--- src/rtl/clksw_sched.sv ---
// Clock-switch scheduler: decides when the CPU runs on the host (slow) clock
// or the fast clock, handshakes with the glitch-free switch and traps hung switches.
module clksw_sched #(
  parameter int                 DWELL_W   = 8,
  parameter logic [DWELL_W-1:0] DWELL_RST = 8'd32,
  parameter int                 TIMEOUT   = 1024
) (
  input  logic        hsclk_in,
  input  logic        rst_b,
  input  logic        host_req,
  input  logic        hsclk_selected,
  input  logic        lsclk_selected,
  input  logic        cfg_we,
  input  logic [15:0] cfg_wdata,
  output logic        hsclk_sel,
  output logic [1:0]  cpuclk_div_sel,
  output logic        cpu_rdy,
  output logic        sw_busy,
  output logic        sw_timeout
);

  localparam int              TO_W     = $clog2(TIMEOUT + 1);
  localparam logic [TO_W-1:0] TO_LIMIT = TO_W'(TIMEOUT);

  typedef enum logic [2:0] {
    LS_RUN,
    LS_HOLD,
    TO_HS,
    HS_RUN,
    TO_LS
  } state_t;

  state_t             state, state_d;
  logic               fb_hs_meta, fb_ls_meta, fb_hs, fb_ls;
  logic               turbo_en;
  logic [1:0]         div_pend;
  logic [DWELL_W-1:0] dwell, dwell_cnt;
  logic [TO_W-1:0]    to_cnt;
  logic               ls_wait, ls_wait_d;
  logic               ls_ok, hs_ok, turbo_eff, leave_fast, in_switch, timeout_hit, ls_next;
  logic               cfg_unused;

  assign cfg_unused = ^cfg_wdata[7:4];

  // Switch feedback is asynchronous to hsclk_in.
  always_ff @(posedge hsclk_in or negedge rst_b) begin
    if (!rst_b) begin
      fb_hs_meta <= 1'b0;
      fb_ls_meta <= 1'b0;
      fb_hs      <= 1'b0;
      fb_ls      <= 1'b0;
    end else begin
      // NOTE: non-blocking assignments keep the two flops a true shift chain.
      fb_hs_meta <= hsclk_selected;
      fb_ls_meta <= lsclk_selected;
      fb_hs      <= fb_hs_meta;
      fb_ls      <= fb_ls_meta;
    end
  end

  assign ls_ok = fb_ls & ~fb_hs;
  assign hs_ok = fb_hs & ~fb_ls;

  always_comb begin
    // NOTE: every always_comb output gets a default first so no latch is inferred.
    state_d     = state;
    // A cfg write disabling turbo acts in the same cycle as host_req would.
    turbo_eff   = cfg_we ? cfg_wdata[0] : turbo_en;
    leave_fast  = host_req | ~turbo_eff;
    in_switch   = (state == TO_HS) || (state == TO_LS);
    timeout_hit = in_switch && (to_cnt == TO_LIMIT);
    case (state)
      LS_RUN:  if (turbo_en && !host_req) state_d = LS_HOLD;
      LS_HOLD: begin
        if (leave_fast)              state_d = LS_RUN;
        else if (dwell_cnt == '0)    state_d = TO_HS;
      end
      TO_HS: begin
        if (timeout_hit)             state_d = LS_RUN;
        else if (leave_fast)         state_d = TO_LS;
        else if (hs_ok)              state_d = HS_RUN;
      end
      HS_RUN:  if (leave_fast) state_d = TO_LS;
      TO_LS: begin
        if (timeout_hit || ls_ok)    state_d = LS_RUN;
      end
      default:                       state_d = LS_RUN;
    endcase
    ls_next   = (state_d == LS_RUN) || (state_d == LS_HOLD);
    // After a timeout the CPU stays stalled until the switch really reports LS.
    ls_wait_d = timeout_hit | (ls_wait & ~ls_ok);
  end

  always_ff @(posedge hsclk_in or negedge rst_b) begin
    if (!rst_b) begin
      turbo_en   <= 1'b0;
      div_pend   <= 2'b00;
      dwell      <= DWELL_RST;
      sw_timeout <= 1'b0;
    end else begin
      if (timeout_hit) begin
        sw_timeout <= 1'b1;
        turbo_en   <= 1'b0;
      end else if (cfg_we) begin
        turbo_en <= cfg_wdata[0];
        if (cfg_wdata[3]) sw_timeout <= 1'b0;
      end
      if (cfg_we) begin
        div_pend <= cfg_wdata[2:1];
        dwell    <= DWELL_W'(cfg_wdata[15:8]);
      end
    end
  end

  always_ff @(posedge hsclk_in or negedge rst_b) begin
    if (!rst_b) begin
      state          <= LS_RUN;
      hsclk_sel      <= 1'b0;
      cpuclk_div_sel <= 2'b00;
      cpu_rdy        <= 1'b1;
      sw_busy        <= 1'b0;
      ls_wait        <= 1'b0;
      dwell_cnt      <= '0;
      to_cnt         <= '0;
    end else begin
      state     <= state_d;
      hsclk_sel <= (state_d == TO_HS) || (state_d == HS_RUN);
      sw_busy   <= (state_d == TO_HS) || (state_d == TO_LS);
      cpu_rdy   <= ~(host_req & (~ls_next | ls_wait_d));
      ls_wait   <= ls_wait_d;

      if (state_d == LS_HOLD && state != LS_HOLD)
        dwell_cnt <= dwell;
      else if (state == LS_HOLD && dwell_cnt != '0)
        dwell_cnt <= dwell_cnt - DWELL_W'(1);

      if (state_d != state && (state_d == TO_HS || state_d == TO_LS))
        to_cnt <= '0;
      else if (in_switch && to_cnt != TO_LIMIT)
        to_cnt <= to_cnt + TO_W'(1);

      // The divider only moves while the slow clock drives the CPU.
      if (state == LS_RUN || state == LS_HOLD)
        cpuclk_div_sel <= div_pend;
    end
  end

endmodule

--- config.mk ---
export PLATFORM = sky130hd
export DESIGN_NAME = clksw_sched
export DESIGN_NICKNAME = d
export VERILOG_FILES = /design/src/rtl/clksw_sched.sv
export SDC_FILE = /design/constraint.sdc
export NUM_CORES = 1
export LEC_CHECK = 0
export CAP_MARGIN = 20
export CORE_MARGIN = 8
export CORE_UTILIZATION = 54
export DETAILED_ROUTE_END_ITERATION = 10
export PLACE_DENSITY_LB_ADDON = 0.1
export SETUP_SLACK_MARGIN = 0.2
export SYNTH_ARGS = -nofsm -noshare
export SYNTH_HDL_FRONTEND = slang
export SYNTH_SLANG_ARGS = --single-unit
--- constraint.sdc ---
create_clock -name hsclk_in -period 2.2 [get_ports hsclk_in]
set_input_delay 0.55 -clock hsclk_in [delete_from_list [all_inputs] [get_ports hsclk_in]]
set_output_delay 0.55 -clock hsclk_in [all_outputs]
set_load 0.02 [all_outputs]
==> metrics.md <==
| Metric | Value |
|---|---|
| Outcome | `completed` |
| Worst R2R End | `to_cnt[0]` |
| Cell variety after synth | `44` |
| DR iter-0 viols | `roughly 130` |
| Synth cell count leaders | `42 x dfrtp_1, 24 x nor2_1` |
| Setup crit end kind | `flip-flop` |
| Hpwl dp | `3060 um` |
| Slowest CP cell | `or4_4` |
| Crit path arrival time | `approximately 2.2 ns` |
| Final hold vios | `0` |
| Hold Path Class | `in2async` |
| Top delay family on crit path | `simple AND/OR/NAND/NOR gates` |
| First-pass GRT wire length | `7420 um` |
| Rows | `22` |
| Layout cells sized above 1 | `30.3%` |
| Worst-path cell chain | `or4_4 > nor4_4 > o21ai_2 > a2111oi_4 > buf_4 > nor2_1` |
| Endpoints failing setup | `0` |
| # diodes | `0` |
| Worst ir drop on vdd | `544 uV` |
| CTS clk-pin slew, worst paths | `0.08 ns` |
| Avg Inst Size Synth | `about 11 sq um` |
| Cells on worst reg2reg path | `6` |
| Die width | `77.9 um` |
| Buf+Inv Stages, Crit Path | `1` |
| Syn_nets | `217` |
| Nets | `262` |
| Mapped Area | `around 2100 sq um` |
| Clock Tree Buf Depth | `2` |
| CTS tree | `yes` |
| Layout Skew | `about 0.0037 ns` |
| Die area | `6060 sq um` |
| Depth of the CTS H-tree | `2` |
| Startpoint types | `flip-flop` |
| Worst skew pair latency | `0.29 ns` |
| Synth Warn # | `0` |
| I/O pin cnt | `28` |
| R2R Setup Slk | `0.19 ns` |
| Overflow after GRT | `0` |
| Synthesized flop and latch total | `44` |
| Setup CP Type | `reg2reg` |
| FF-to-FF Start | `dwell_cnt[5]` |
| Post-route DRC | `0` |
| Post-CTS Hold Buffers | `0` |
| Place WS | `-0.343 ns` |
| Ys flop type | `dfrtp_1` |
| Share of the synthesized area in the top cell type | `approximately 51%` |
| Unrepaired setup endpoints after global routing | `true` |
| FFs w/ async S/R, synth | `100%` |
| Root buffer cell | `clkbuf_8` |
| Initial antenna violation count | `0` |
| Synth Instances | `192` |
| Leak | `1.21 nW` |
| CTS sink count | `44` |
| Filler Cell Count | `235` |
| Post-detailed-route count of antenna-violating nets | `0` |
| Initial core utilization | `a little under three fifths` |
| Post-route clock period utilization | `around nine tenths` |
| Final WS setup | `0.188 ns` |
| GR Util All Layers | `15.0%` |
| Pins Over Slew Limit | `0` |
| WL per Instance | `16.5 um` |
| Slew margin rel. | `69.4%` |
| EDFF count, synth | `0` |
| CP Depth | `6` |
| Via count | `1,599` |
| WP data required | `2.38 ns` |
| Pre-antenna DRT Iters | `4` |
| Num CTS Buffers | `5` |
| Fmax | `497 MHz` |
| Synth-to-Final Area Change | `36.5%` |
| GP Congestion | `0.824` |
| Final Critical Period | `2.01 ns` |
| Drt via density | `5.59` |
| Placeable Area | `3660 sq um` |
| Cell taking the most area after synthesis | `dfrtp_1` |
| Top post-synthesis cells by area | `dfrtp_1 51%, mux2_2 6.0%, xnor2_1 4.7%` |
| Die Ht | `77.9 um` |
| Post-synthesis sequential area ratio | `between 50% and 60%` |
| Layout Utilization | `a little under 80%` |
| Max stage delay on crit path | `between 0.5 and 0.6 ns` |
| Least-Margin Pin Slew | `between 0.4 and 0.5 ns` |
| Most frequent cell after synthesis | `dfrtp_1` |
| Power per cell area | `between 700 and 800 nW/um^2` |
| CP max FO | `6` |
| Routed Wire Length | `between 4000 and 5000 um` |
| Largest net degree at the start of global routing | `45` |
| # port buffers | `23` |
| Max Cap Violations | `0` |
| Vias in the first global route | `around 1.7k` |
layer usage:
layer | vias to the layer above | share of wire (%) | GRT usage, % | wire length, um
li1 | 763 | - | - | -
met1 | 785 | 45 | 17.3 | 2110
met2 | 47 | 49 | 24.6 | 2300
met3 | 4 | 6.0 | 5.41 | 281
met4 | 0 | 0.62 | 6.04 | 29
met5 | - | 0 | 0 | 0
repair_timing:
item,CTS,global route
gates resized for setup,14,29
endpoints found under the setup margin,15,15
pin swaps,8,5
cloned,1,0
buffers inserted,4,0
state kept, by name, summed over array words and instances, names as in the netlist, 2 cells and up:
name,flops
dwell,8
dwell_cnt,8
state,3
div_pend,2
to_cnt,11
cpuclk_div_sel,2
worst register-to-register path, delay by kind of cell, from the launching register on:
family          cells  cell delay, ns
compound gates      2            0.47
simple gates        3            0.81
flops               1            0.40
buf+inv             1            0.22
area by class of cell:
cell class / count / area, sq um / area share (%)
clock inverter: 2 / 35.0 / 1.24
sequential: 44 / 1110 / 39.2
timing repair buffer: 45 / 407 / 14.4
inverter: 11 / 41.3 / 1.46
tap: 48 / 60.1 / 2.13
multi-input combinational: 130 / 1100 / 38.9
clock buffer: 6 / 72.6 / 2.57
placed cells by master (no fill, tap or decap), types with 2 or more instances in the layout:
master / n
nor2_2: 4
a21oi_1: 6
o21ai_0: 3
ha_1: 2
clkbuf_8: 5
dfstp_2: 2
nor4b_1: 3
nor3_1: 5
buf_4: 21
nand4_1: 3
clkdlybuf4s50_1: 19
xnor2_1: 11
dlymetal6s2s_1: 2
xor2_1: 4
dfrtp_2: 2
o211ai_1: 2
dfrtp_1: 40
nor2_1: 20
nor4b_4: 2
nor3b_4: 2
nor4_4: 2
a21oi_2: 3
mux2_2: 10
inv_1: 10
a21o_1: 2
nand2_1: 11
nand3_1: 7
nand3_4: 2
per-stage QoR:
stage          total power [mW]  hold WS (ns)  TNS, ns  cells  area [sq um]
2_1_floorplan              1.28         0.254        0    192          2080
3_3_place_gp               1.40         0.335    -3.90    273          2450
3_5_place_dp               1.43         0.347    -4.24    273          2450
4_1_cts                    2.09         0.226        0    286          2650
5_1_grt                    2.30         0.231        0    286          2820
6_report                   2.20         0.217        0    286          2820
power breakdown:
part           internal (mW)  leakage (nW)  switching [mW]
Clock                  0.337        0.0552           0.264
Sequential             0.918         0.491           0.123
Combinational          0.285         0.665           0.273
Total                   1.54          1.21           0.660
logic make-up after synthesis:
logic type / after synthesis / share of synthesized area [%]
and+or+nand+nor: 72 / 18.6
DFF: 44 / 53.4
xor gates and xnor gates: 15 / 6.36
AOI/OAI and AO/OA: 28 / 9.51
adders and majority gates: 3 / 1.82
muxes: 12 / 6.48
buffers and inverters: 18 / 3.82
worst max-delay path by stage:
stage / startpoint / end / slack [ns]
after floorplan: cfg_we / to_cnt[0] / 0.21
after global placement: cfg_we / to_cnt[0] / -0.31
after detailed placement: cfg_we / to_cnt[10] / -0.34
after CTS: dwell_cnt[3] / to_cnt[6] / 0.14
after global routing: dwell_cnt[5] / to_cnt[0] / 0.14
final: dwell_cnt[5] / to_cnt[0] / 0.19
Power figures use the tool's default switching activity.
